<file path="config.mk">
export PLATFORM = sky130hd
export DESIGN_NAME = pipeline_ctrl
export DESIGN_NICKNAME = d
export VERILOG_FILES = /design/src/rtl/pipeline_ctrl_pkg.sv /design/src/rtl/pipeline_ctrl_stall_prio_enc.sv /design/src/rtl/pipeline_ctrl.sv
export SDC_FILE = /design/constraint.sdc
export NUM_CORES = 1
export LEC_CHECK = 0
export CAP_MARGIN = 20
export CORE_AREA = 2 2 54 94
export DETAILED_ROUTE_END_ITERATION = 16
export DIE_AREA = 0 0 56 96
export PLACE_DENSITY_LB_ADDON = 0.15
export SLEW_MARGIN = 20
export SYNTH_ARGS = -nofsm -noshare
export SYNTH_HDL_FRONTEND = slang
export SYNTH_SLANG_ARGS = --single-unit
</file>
<file path="constraint.sdc">
create_clock -name clk -period 5.1 [get_ports clk]
set_clock_uncertainty 0.15 [all_clocks]
set_input_delay 0.51 -clock clk [delete_from_list [all_inputs] [get_ports clk]]
set_output_delay 0.51 -clock clk [all_outputs]
set_load 0.05 [all_outputs]
</file>
<file path="src/rtl/pipeline_ctrl_pkg.sv">
// Shared types and constants for the pipeline stall/flush controller.
package pipeline_ctrl_pkg;

    // Instruction address bus width.
    localparam int INST_ADDR_W = 32;

    // Bit positions inside the stall vector.
    localparam int STALL_PC  = 0;
    localparam int STALL_IF  = 1;
    localparam int STALL_ID  = 2;
    localparam int STALL_EX  = 3;
    localparam int STALL_MEM = 4;
    localparam int STALL_WB  = 5;

    // Stall patterns. A requester freezes its own stage and every earlier stage.
    localparam logic [5:0] STALL_NONE    = 6'b000000;
    localparam logic [5:0] STALL_IF_PAT  = 6'b000011;
    localparam logic [5:0] STALL_ID_PAT  = 6'b000111;
    localparam logic [5:0] STALL_EX_PAT  = 6'b001111;
    localparam logic [5:0] STALL_MEM_PAT = 6'b011111;

    // Redirect FSM states.
    typedef enum logic {
        CTRL_RUN   = 1'b0,
        CTRL_DRAIN = 1'b1
    } ctrl_state_e;

endpackage

</file>
<file path="src/rtl/pipeline_ctrl_stall_prio_enc.sv">
// Combinational priority encoder: highest pipeline requester wins the stall vector.
module pipeline_ctrl_stall_prio_enc
    import pipeline_ctrl_pkg::*;
(
    input  logic       req_if,
    input  logic       req_id,
    input  logic       req_ex,
    input  logic       req_mem,
    input  logic       id_mask,
    output logic [5:0] stall
);

    // Later stages take priority; an ID request is ignored while ID is being flushed.
    always_comb begin
        stall = STALL_NONE;
        if (req_mem) begin
            stall = STALL_MEM_PAT;
        end else if (req_ex) begin
            stall = STALL_EX_PAT;
        end else if (req_id && !id_mask) begin
            stall = STALL_ID_PAT;
        end else if (req_if) begin
            stall = STALL_IF_PAT;
        end
    end

endmodule

</file>
<file path="src/rtl/pipeline_ctrl.sv">
// Central stall/flush controller: stall vector encoding, branch flush/redirect FSM
// (redirects deferred while a fetch is in flight) and a sticky stall watchdog.
// Optional: define PIPELINE_CTRL_PERF_EN to add stall-cycle and flush-event counters.
module pipeline_ctrl
    import pipeline_ctrl_pkg::*;
#(
    parameter int STALL_TIMEOUT = 1023,
    parameter int TO_W          = 10
) (
    input  logic                   clk,
    input  logic                   rst,
    input  logic                   stallreq_if,
    input  logic                   stallreq_id,
    input  logic                   stallreq_ex,
    input  logic                   stallreq_mem,
    input  logic                   ex_branch_flag,
    input  logic [INST_ADDR_W-1:0] ex_branch_target,
    output logic [5:0]             stall,
    output logic                   flush,
    output logic                   pc_redirect,
    output logic [INST_ADDR_W-1:0] new_pc,
    output logic                   fetch_discard,
    output logic                   stall_timeout
`ifdef PIPELINE_CTRL_PERF_EN
    ,
    output logic [31:0]            perf_stall_cycles,
    output logic [31:0]            perf_flush_cnt
`endif
);

    localparam logic [TO_W-1:0] TO_LIMIT = TO_W'(STALL_TIMEOUT);
    localparam logic [TO_W-1:0] TO_MAX   = {TO_W{1'b1}};

    ctrl_state_e            state_q, state_d;
    logic [INST_ADDR_W-1:0] pend_pc_q, pend_pc_d;
    logic [TO_W-1:0]        to_cnt_q, to_cnt_d;
    logic                   stall_timeout_q, stall_timeout_d;
    logic                   run_branch;
    logic                   ex_adv;
    logic                   req_en;

    // EX advances unless EX/MEM is held; derived from the requests directly so the
    // flush -> id-mask -> stall path stays acyclic.
    assign ex_adv = !(stallreq_mem || stallreq_ex);
    assign req_en = !rst;

    pipeline_ctrl_stall_prio_enc u_prio_enc (
        .req_if  (stallreq_if  && req_en),
        .req_id  (stallreq_id  && req_en),
        .req_ex  (stallreq_ex  && req_en),
        .req_mem (stallreq_mem && req_en),
        .id_mask (flush),
        .stall   (stall)
    );

    // Redirect FSM: immediate redirect in RUN, or drain the in-flight fetch first.
    always_comb begin
        state_d       = state_q;
        pend_pc_d     = pend_pc_q;
        flush         = 1'b0;
        pc_redirect   = 1'b0;
        new_pc        = '0;
        fetch_discard = 1'b0;
        run_branch    = 1'b0;
        case (state_q)
            CTRL_RUN: begin
                if (ex_branch_flag && ex_adv) begin
                    flush      = 1'b1;
                    run_branch = 1'b1;
                    if (!stallreq_if) begin
                        pc_redirect = 1'b1;
                        new_pc      = ex_branch_target;
                    end else begin
                        pend_pc_d = ex_branch_target;
                        state_d   = CTRL_DRAIN;
                    end
                end
            end
            CTRL_DRAIN: begin
                flush         = 1'b1;
                fetch_discard = 1'b1;
                if (!stallreq_if) begin
                    pc_redirect = 1'b1;
                    new_pc      = pend_pc_q;
                    state_d     = CTRL_RUN;
                end
            end
            default: state_d = CTRL_RUN;
        endcase
        // Reset gates every output and abandons any pending redirect.
        if (rst) begin
            flush         = 1'b0;
            pc_redirect   = 1'b0;
            new_pc        = '0;
            fetch_discard = 1'b0;
            run_branch    = 1'b0;
            state_d       = CTRL_RUN;
            pend_pc_d     = '0;
        end
    end

    // Watchdog: saturating count of consecutive PC-stall cycles, sticky error flag.
    always_comb begin
        to_cnt_d = '0;
        if (stall[STALL_PC]) begin
            to_cnt_d = (to_cnt_q == TO_MAX) ? to_cnt_q : to_cnt_q + 1'b1;
        end
        stall_timeout_d = stall_timeout_q || (to_cnt_d >= TO_LIMIT);
    end

    // State registers.
    always_ff @(posedge clk) begin
        if (rst) begin
            state_q         <= CTRL_RUN;
            pend_pc_q       <= '0;
            to_cnt_q        <= '0;
            stall_timeout_q <= 1'b0;
        end else begin
            state_q         <= state_d;
            pend_pc_q       <= pend_pc_d;
            to_cnt_q        <= to_cnt_d;
            stall_timeout_q <= stall_timeout_d;
        end
    end

    assign stall_timeout = stall_timeout_q;

`ifdef PIPELINE_CTRL_PERF_EN
    logic [31:0] perf_stall_cycles_q, perf_stall_cycles_d;
    logic [31:0] perf_flush_cnt_q, perf_flush_cnt_d;

    // Saturating performance counters.
    always_comb begin
        perf_stall_cycles_d = perf_stall_cycles_q;
        perf_flush_cnt_d    = perf_flush_cnt_q;
        if (stall[STALL_PC] && perf_stall_cycles_q != 32'hFFFF_FFFF) begin
            perf_stall_cycles_d = perf_stall_cycles_q + 32'd1;
        end
        if (run_branch && perf_flush_cnt_q != 32'hFFFF_FFFF) begin
            perf_flush_cnt_d = perf_flush_cnt_q + 32'd1;
        end
    end

    // Counter registers.
    always_ff @(posedge clk) begin
        if (rst) begin
            perf_stall_cycles_q <= '0;
            perf_flush_cnt_q    <= '0;
        end else begin
            perf_stall_cycles_q <= perf_stall_cycles_d;
            perf_flush_cnt_q    <= perf_flush_cnt_d;
        end
    end

    assign perf_stall_cycles = perf_stall_cycles_q;
    assign perf_flush_cnt    = perf_flush_cnt_q;
`else
    logic unused_run_branch;
    assign unused_run_branch = run_branch;
`endif

endmodule

</file>
==> summary.txt, run 1 <==
Pre-antenna DRT Iters = 4
Clock Path Buffers = 2
first-pass GRT wire length = 8120 µm
row count = 33
die height = 96 µm
reg2reg start = to_cnt_q[0]
TritonCTS Buffers = 5
pins over their slew limit = 0
initial core utilization = 45.4%
setup TNS = 0 ns
Final min period = 3.81 ns
antenna fix cells = 0
worst r2r path cells = 6
post-CTS sizing = 0
CTS tree = built
synth unique cells = 36
CP startpoint kind = primary input
internal reg-to-reg setup slack = 3.13 ns
post-synthesis area per instance = 7.95 µm²
most frequent cells in the layout = 79 x clkdlybuf4s50_1, 67 x nand2_1, 44 x dfxtp_1, 38 x a21oi_1, 32 x a22o_1
status = completed
clk slew on worst S/H paths = 0.07 ns
hold_buf cts = 0
Worst setup startpoint = rst
DR iter-0 viols = 58
leading area contributor after synthesis = dfxtp_1
slew of the pin with the lowest slew margin = 0.635 ns
core box area = 0.00462 mm²
Reg area = 881 µm²
RSZ-0062 raised after global routing = false
die area = 0.00538 mm²
fillers = 402
DR vias = 2086
initial antenna violation count = 0
Worst EP arrival = 3.15 ns
# clock sinks = 44
final period utilization = 74.7%
ys async rst share = 0%
Synth top area share = 42.0%
ys flop type = dfxtp_1
leakage power = 1.08 nW
total setup buffers inserted after CTS = 0
largest net degree at the start of global routing = 33
Post-synth EDFFs = 0
top post-synthesis cells by area = dfxtp_1 42%, a22o_1 13%, nand2_1 12%
Hold Startpoint = pend_pc_q[18]
gr usage total = 18.8%
worst vdd ir = 0.192 mV
width of the die = 56 µm
Min-Delay Path Class = reg -> reg
Slew headroom = 57.6%
Mapped Cells = 264
Post-Route WL = 5230 µm
clk_lat worst skew = 0.29 ns
hpwl dp = 3770 µm
routed vias/inst = 5.42
Multi-input gate area = 0.00112 mm²
max-cap violation count = 0
Cell Area, Placed = 0.00290 mm²
Setup-failing EPs final = 0
Syn-to-layout area delta = 43.3%
GP Congestion = 0.813
wire per inst = 13.6 µm
most common cell after layout, fill and taps aside = clkdlybuf4s50_1
fin area = 0.00301 mm²
CTS root buf = clkbuf_8
I/O Buffers = 79
worst r2r dst = stall_timeout
syn_nets = 304
Synth warnings = 0
remaining antenna violation count = 0
Seq/Total Area, Yosys = 42.0%
Power Density = 238 mW/mm²
H-Tree Depth = 2
CP Capture Type = primary output
vias in the first global route = 1817
grt ovf = 0
Hold Vio Cnt, Final = 0
drc violations = 0
Synth Register Bits = 44
Net count, final = 372
Hold Path Sink = pend_pc_q[18]
I/O Pins = 81
area of the mapped netlist = 0.00210 mm²
CP max FO = 18
WHS Path Cells = 2
kind of critical path = in -> out
layout cell share with drive strength beyond 1 = 6.91%
WP data required = 4.44 ns
Fmax = 262 MHz
flip-flops by register name, indices dropped and copies added (netlist names):
register,flops
pend_pc_q,32
to_cnt_q,10
stall_timeout,1
state_q,1
layer usage:
metal / vias to the layer above / track usage, % / wire, µm
met3: 11 / 4.17 / 263
met2: 50 / 34.8 / 2770
met5: - / 0 / 0
met1: 971 / 20.4 / 2080
li1: 1054 / - / -
met4: 0 / 7.94 / 116
how the worst max path moves through the flow:
stage | depth (start not counted) | endpoint
after floorplan | 3 | pc_redirect
after global placement | 6 | new_pc[11]
after detailed placement | 6 | new_pc[9]
after CTS | 6 | new_pc[9]
after global routing | 6 | new_pc[9]
final | 6 | new_pc[9]
worst max-delay path, stage by stage:
cell and delay, ns:
clkdlybuf4s50_1 0.68, inv_1 0.12, and3_1 0.52, buf_4 0.33
a22o_1 0.18, clkdlybuf4s50_1 0.80
cells in the mapped netlist, types with 2 or more instances:
cell and count:
nand3_1 5, nor2_1 16, inv_1 4, a21oi_1 38
and3_2 2, xnor2_1 3, dfxtp_1 44, buf_2 4
nor3_1 6, nand2_1 67, a22o_1 32, buf_4 3
clkbuf_1 15, nor2b_1 3
cell type report:
cell class	count	area share [%]
well taps	52	2.16
clock buffers	6	2.41
clock inverters	2	1.16
flip-flops and latches	44	29.3
inverters	4	0.499
repair buffers	83	27.3
multi-input cells	194	37.2
through the flow:
step	total power (W)	hold WS (ns)	setup WS (ns)	util (%)	cells
6_report	0.000715	0.307	1.29	65.0	385
5_1_grt	0.000741	0.321	1.11	65.0	385
4_1_cts	0.000723	0.309	1.28	65.0	385
3_5_place_dp	0.000465	0.298	1.29	62.7	377
3_3_place_gp	0.000464	0.292	1.31	62.6	377
2_1_floorplan	0.000415	0.287	2.46	-	264
power by group:
| group | switching, W | internal, W | total [W] |
|---|---|---|---|
| clock | 0.000113 | 0.000145 | 0.000259 |
| sequential | 0.00000499 | 0.000351 | 0.000356 |
| combinational | 0.0000548 | 0.0000460 | 0.000101 |
| total | 0.000173 | 0.000542 | 0.000715 |
cells by family after synthesis:
group	Yosys count	synth area share [%]
other	1	0.179
buffers and inverters	26	5.42
DFF	44	42.0
and+or+nand+nor	110	24.6
adders and majority gates	1	0.596
xor gates and xnor gates	3	1.25
muxes	1	0.477
AOI/OAI and AO/OA	78	25.6
No activity file was read; power rests on OpenSTA's default activity.
==> run 2, diff against run 1 <==
Settings changed: CORE_AREA 2 2 54 94 to 2 2 56 97, DIE_AREA 0 0 56 96 to 0 0 58 99.
Clock period 5.1 ns to 3.56 ns, I/O delays scaled along.
==> summary.txt, run 2 (synthesized netlist as in run 1, its figures left out) <==
initial antenna violation count = 0 (unchanged)
Setup-failing EPs final = 0 (unchanged)
clock power share = 30.3% (-5.9 points)
pins over their slew limit = 0 (unchanged)
die height = 99 µm (+3.1%)
Hold Vio Cnt, Final = 0 (unchanged)
DR iter-0 viols = 57 (-1.7%)
row count = 34 (+3.0%)
setup TNS = 0 ns (unchanged)
worst vdd ir = 0.263 mV (+37%)
final period utilization = 75.6%
Fmax = 372 MHz
I/O Pins = 81 (unchanged)
routed vias/inst = 5.39 (-0.56%)
Pre-antenna DRT Iters = 4 (unchanged)
CP max FO = 5 (-13)
Net count, final = 373 (+0.27%)
fin area = 0.00332 mm² (+10%)
Comb pwr share = 16.6% (+2.5 points)
slew of the pin with the lowest slew margin = 0.614 ns (-0.0208 ns)
initial core utilization = 42.5% (-2.9 points)
vias in the first global route = 2018 (+11%)
Post-Route WL = 5630 µm (+7.6%)
Flop pwr share = 53.1% (+3.4 points)
wire per inst = 14.5 µm (+7.1%)
Final min period = 2.69 ns
gr usage total = 20.1% (+1.3 points)
total setup buffers inserted after CTS = 0 (unchanged)
most frequent cells in the layout = 67 x nand2_1, 44 x dfxtp_1, 43 x clkdlybuf4s50_1, 38 x a21oi_1, 34 x buf_12
width of the die = 58 µm (+3.6%)
status = completed
clk slew on worst S/H paths = 0.07 ns (about the same)
CP Capture Type = primary output
Cell Area, Placed = 0.00324 mm² (+12%)
Min Hold Slack = 0.307 ns (-0.000539 ns)
clk_lat worst skew = 0.29 ns (about the same)
CTS tree = built
CP startpoint kind = primary input
layout cell share with drive strength beyond 1 = 17.7% (+11 points)
drc violations = 0 (unchanged)
post-CTS sizing = 0 (unchanged)
switching share of total power = 25.7% (+1.5 points)
core box area = 0.00493 mm² (+6.7%)
fin cells = 387 (+0.52%)
H-Tree Depth = 2 (unchanged)
Largest register FFs = 32 (unchanged)
Min-Delay Path Class = reg -> reg
leakage power = 1.23 nW (+14%)
die area = 0.00574 mm² (+6.8%)
antenna fix cells = 0 (unchanged)
internal power = 0.000713 W (+31%)
CTS root buf = clkbuf_8
Post-Place Cells = 380 (+0.80%)
hold_buf cts = 0 (unchanged)
remaining antenna violation count = 0 (unchanged)
Clock Path Buffers = 2 (unchanged)
top flop regs = pend_pc_q (32), to_cnt_q (10)
# clock sinks = 44 (unchanged)
Largest Register = pend_pc_q
hpwl dp = 3940 µm (+4.5%)
Slew headroom = 59.0% (+1.4 points)
DR vias = 2085 (-0.048%)
fillers = 411 (+2.2%)
Worst EP arrival = 2.18 ns (-0.97 ns)
most common cell after layout, fill and taps aside = nand2_1
max-cap violation count = 0 (unchanged)
largest net degree at the start of global routing = 43 (+30%)
Overall Power = 0.000959 W (+34%)
RSZ-0062 raised after global routing = false
Syn-to-layout area delta = 58.1%
Switch Pwr = 0.000247 W (+43%)
kind of critical path = in -> out
first-pass GRT wire length = 9090 µm (+12%)
Power Density = 289 mW/mm² (+22%)
TritonCTS Buffers = 5 (unchanged)
GP Congestion = 0.860 (+5.8%)
I/O Buffers = 79 (unchanged)
WP data required = 3.05 ns (-1.39 ns)
grt ovf = 0 (unchanged)
[run 2: final cells by class]
cell class	instances	area (µm²)	area share, %
clock buffers	6	72.6	2.19
clock inverters	1	5.00	0.151
inverters	4	15.0	0.452
repair buffers	84	1160	35.1
flip-flops and latches	44	881	26.5
multi-input cells	194	1110	33.6
well taps	54	67.6	2.04
[run 2: metal layers]
layer | GRT usage (%) | share of wire [%]
met3 | 3.54 | 4.5
met4 | 8.59 | 1.1
met2 | 36.6 | 56
met1 | 21.9 | 39
met5 | 0 | 0
[run 2: power by group through the flow]
stage / clock (W) / combinational [W] / sequential, W
detailed placement: 0 / 0.000159 / 0.000521
finish: 0.000291 / 0.000159 / 0.000509
CTS: 0.000303 / 0.000160 / 0.000509
global route: 0.000325 / 0.000169 / 0.000511
global placement: 0 / 0.000157 / 0.000520
floorplan: 0 / 0.0000753 / 0.000519
[run 2: metrics by stage]
stage / utilization (%) / worst slack, ns
after floorplan: - / 1.22
after global placement: 65.7 / 0.541
after detailed placement: 65.7 / 0.864
after CTS: 67.3 / 0.859
after global routing: 67.3 / 0.735
final: 67.3 / 0.869
[run 2: path summary, 6_finish.rpt]
path / start / end / slack (ns) / depth (start not counted)
setup / recovery: stallreq_mem / flush / 0.87 / 5
hold / removal: pend_pc_q[1] / pend_pc_q[1] / 0.31 / 2
setup reg to reg: to_cnt_q[0] / stall_timeout / 1.51 / 6
hold reg to reg: pend_pc_q[1] / pend_pc_q[1] / 0.31 / 2
[run 2: critical path, stage by stage]
cell,delay [ns]
clkdlybuf4s50_1,0.41
nor2_1,0.30
a21oi_1,0.18
nor2_1,0.11
clkdlybuf4s50_1,0.83
==> run 3, diff against run 2 <==
Settings changed: CORE_AREA 2 2 56 97 to 2 2 59 103, DIE_AREA 0 0 58 99 to 0 0 61 105.
Clock period 3.56 ns to 2.44 ns, I/O delays scaled along.
==> summary.txt, run 3 (synthesized netlist as in run 1, its figures left out) <==
status = completed
CP startpoint kind = primary input
wire per inst = 13.5 µm (-7.2%)
hpwl dp = 4040 µm (+2.4%)
final period utilization = 90.8%
Fmax = 451 MHz
most common cell after layout, fill and taps aside = nand2_1
I/O Pins = 81 (unchanged)
CTS tree = built
setup TNS = 0 ns (unchanged)
die area = 0.00641 mm² (+12%)
CP Capture Type = primary output
CP max FO = 32 (+27)
RSZ-0062 raised after global routing = false
Syn-to-layout area delta = 62.6%
remaining antenna violation count = 0 (unchanged)
routed vias/inst = 5.20 (-3.5%)
first-pass GRT wire length = 9510 µm (+4.6%)
internal reg-to-reg setup slack = 0.48 ns (-1.03 ns)
core box area = 0.00554 mm² (+12%)
top flop regs = pend_pc_q (32), to_cnt_q (10)
leakage power = 1.27 nW (+3.2%)
Clock Path Buffers = 2 (unchanged)
kind of critical path = in -> out
worst r2r path cells = 6 (unchanged)
clk slew on worst S/H paths = 0.07 ns (about the same)
GP Congestion = 0.835 (-2.9%)
width of the die = 61 µm (+5.2%)
Worst EP arrival = 1.82 ns (-0.36 ns)
total setup buffers inserted after CTS = 0 (unchanged)
most frequent cells in the layout = 67 x nand2_1, 44 x dfxtp_1, 40 x clkdlybuf4s50_1, 38 x a21oi_1, 36 x buf_12
fillers = 501 (+22%)
row count = 36 (+5.9%)
slew of the pin with the lowest slew margin = 0.502 ns (-0.113 ns)
layout cell share with drive strength beyond 1 = 20.1% (+2.3 points)
hold_buf cts = 0 (unchanged)
H-Tree Depth = 2 (unchanged)
max-cap violation count = 0 (unchanged)
Reg area = 881 µm² (unchanged)
clk_lat worst skew = 0.29 ns (about the same)
worst r2r dst = stall_timeout
DR vias = 2157 (+3.5%)
pins over their slew limit = 0 (unchanged)
worst vdd ir = 0.395 mV (+51%)
Power Density = 422 mW/mm² (+46%)
die height = 105 µm (+6.1%)
largest net degree at the start of global routing = 33 (-23%)
drc violations = 0 (unchanged)
Pre-antenna DRT Iters = 5 (+1)
initial core utilization = 37.9% (-4.7 points)
Min-Delay Path Class = in -> reg
TritonCTS Buffers = 5 (unchanged)
Cell Area, Placed = 0.00332 mm² (+2.4%)
Hold Vio Cnt, Final = 0 (unchanged)
fin area = 0.00341 mm² (+2.8%)
I/O Buffers = 79 (unchanged)
Post-Route WL = 5600 µm (-0.52%)
Hold Path Sink = pend_pc_q[3]
WP data required = 2.05 ns (-1.00 ns)
Largest register FFs = 32 (unchanged)
initial antenna violation count = 0 (unchanged)
Largest Register = pend_pc_q
# clock sinks = 44 (unchanged)
Final min period = 2.22 ns
reg2reg start = to_cnt_q[0]
antenna fix cells = 0 (unchanged)
grt ovf = 0 (unchanged)
DR iter-0 viols = 91 (+60%)
vias in the first global route = 2089 (+3.5%)
Setup-failing EPs final = 0 (unchanged)
CTS root buf = clkbuf_8
gr usage total = 18.9% (-1.2 points)
Hold Startpoint = rst
Slew headroom = 66.5% (+7.4 points)
post-CTS sizing = 0 (unchanged)
Multi-input gate area = 0.00111 mm² (-0.11%)
WHS Path Cells = 2 (unchanged)
Net count, final = 378 (+1.3%)
==> run 3: area by class of cell <==
type	instances	area share, %
clock inverter	2	0.293
timing repair buffer	89	35.6
inverter	4	0.440
tap	76	2.79
clock buffer	6	2.42
sequential	44	25.8
multi-input combinational	194	32.6
==> run 3: worst max-delay path by stage <==
stage | from | to | cells past startpoint
3_5_place_dp | ex_branch_flag | new_pc[12] | 7
3_3_place_gp | ex_branch_flag | new_pc[12] | 7
4_1_cts | ex_branch_flag | new_pc[12] | 7
2_1_floorplan | rst | pc_redirect | 3
5_1_grt | ex_branch_flag | new_pc[12] | 7
6_report | ex_branch_flag | new_pc[12] | 7
==> run 3: metrics by stage <==
step / power, W / setup WS (ns) / std cells / hold slack [ns] / utilization (%)
2_1_floorplan: 0.000868 / 0.327 / 264 / 0.230 / -
3_3_place_gp: 0.000994 / 0.231 / 407 / 0.291 / 59.9
3_5_place_dp: 0.000996 / 0.219 / 407 / 0.297 / 59.9
4_1_cts: 0.00146 / 0.208 / 415 / 0.203 / 61.6
5_1_grt: 0.00151 / 0.0876 / 415 / 0.213 / 61.6
6_report: 0.00144 / 0.224 / 415 / 0.205 / 61.6
==> run 3: worst max-delay path, stage by stage <==
cell and delay, ns:
clkdlybuf4s50_1 0.49, nor2b_1 0.18, nand2_1 0.14, nor3_4 0.17, buf_12 0.21, a22o_1 0.22
buf_12 0.15
==> run 3: power by group <==
| group | internal [W] | switching (W) | leakage [nW] | total, W |
|---|---|---|---|---|
| clock | 0.000226 | 0.000236 | 0.0510 | 0.000462 |
| combinational | 0.000115 | 0.000120 | 0.865 | 0.000235 |
| sequential | 0.000733 | 0.0000101 | 0.356 | 0.000743 |
==> run 3: per-layer routing <==
| layer | global-route usage (%) | up-vias | part of all wire, % |
|---|---|---|---|
| li1 | - | 1064 | - |
| met1 | 21.4 | 1028 | 39 |
| met2 | 33.9 | 55 | 55 |
| met3 | 2.85 | 10 | 3.8 |
| met4 | 6.83 | 0 | 2.4 |
| met5 | 0 | - | 0 |
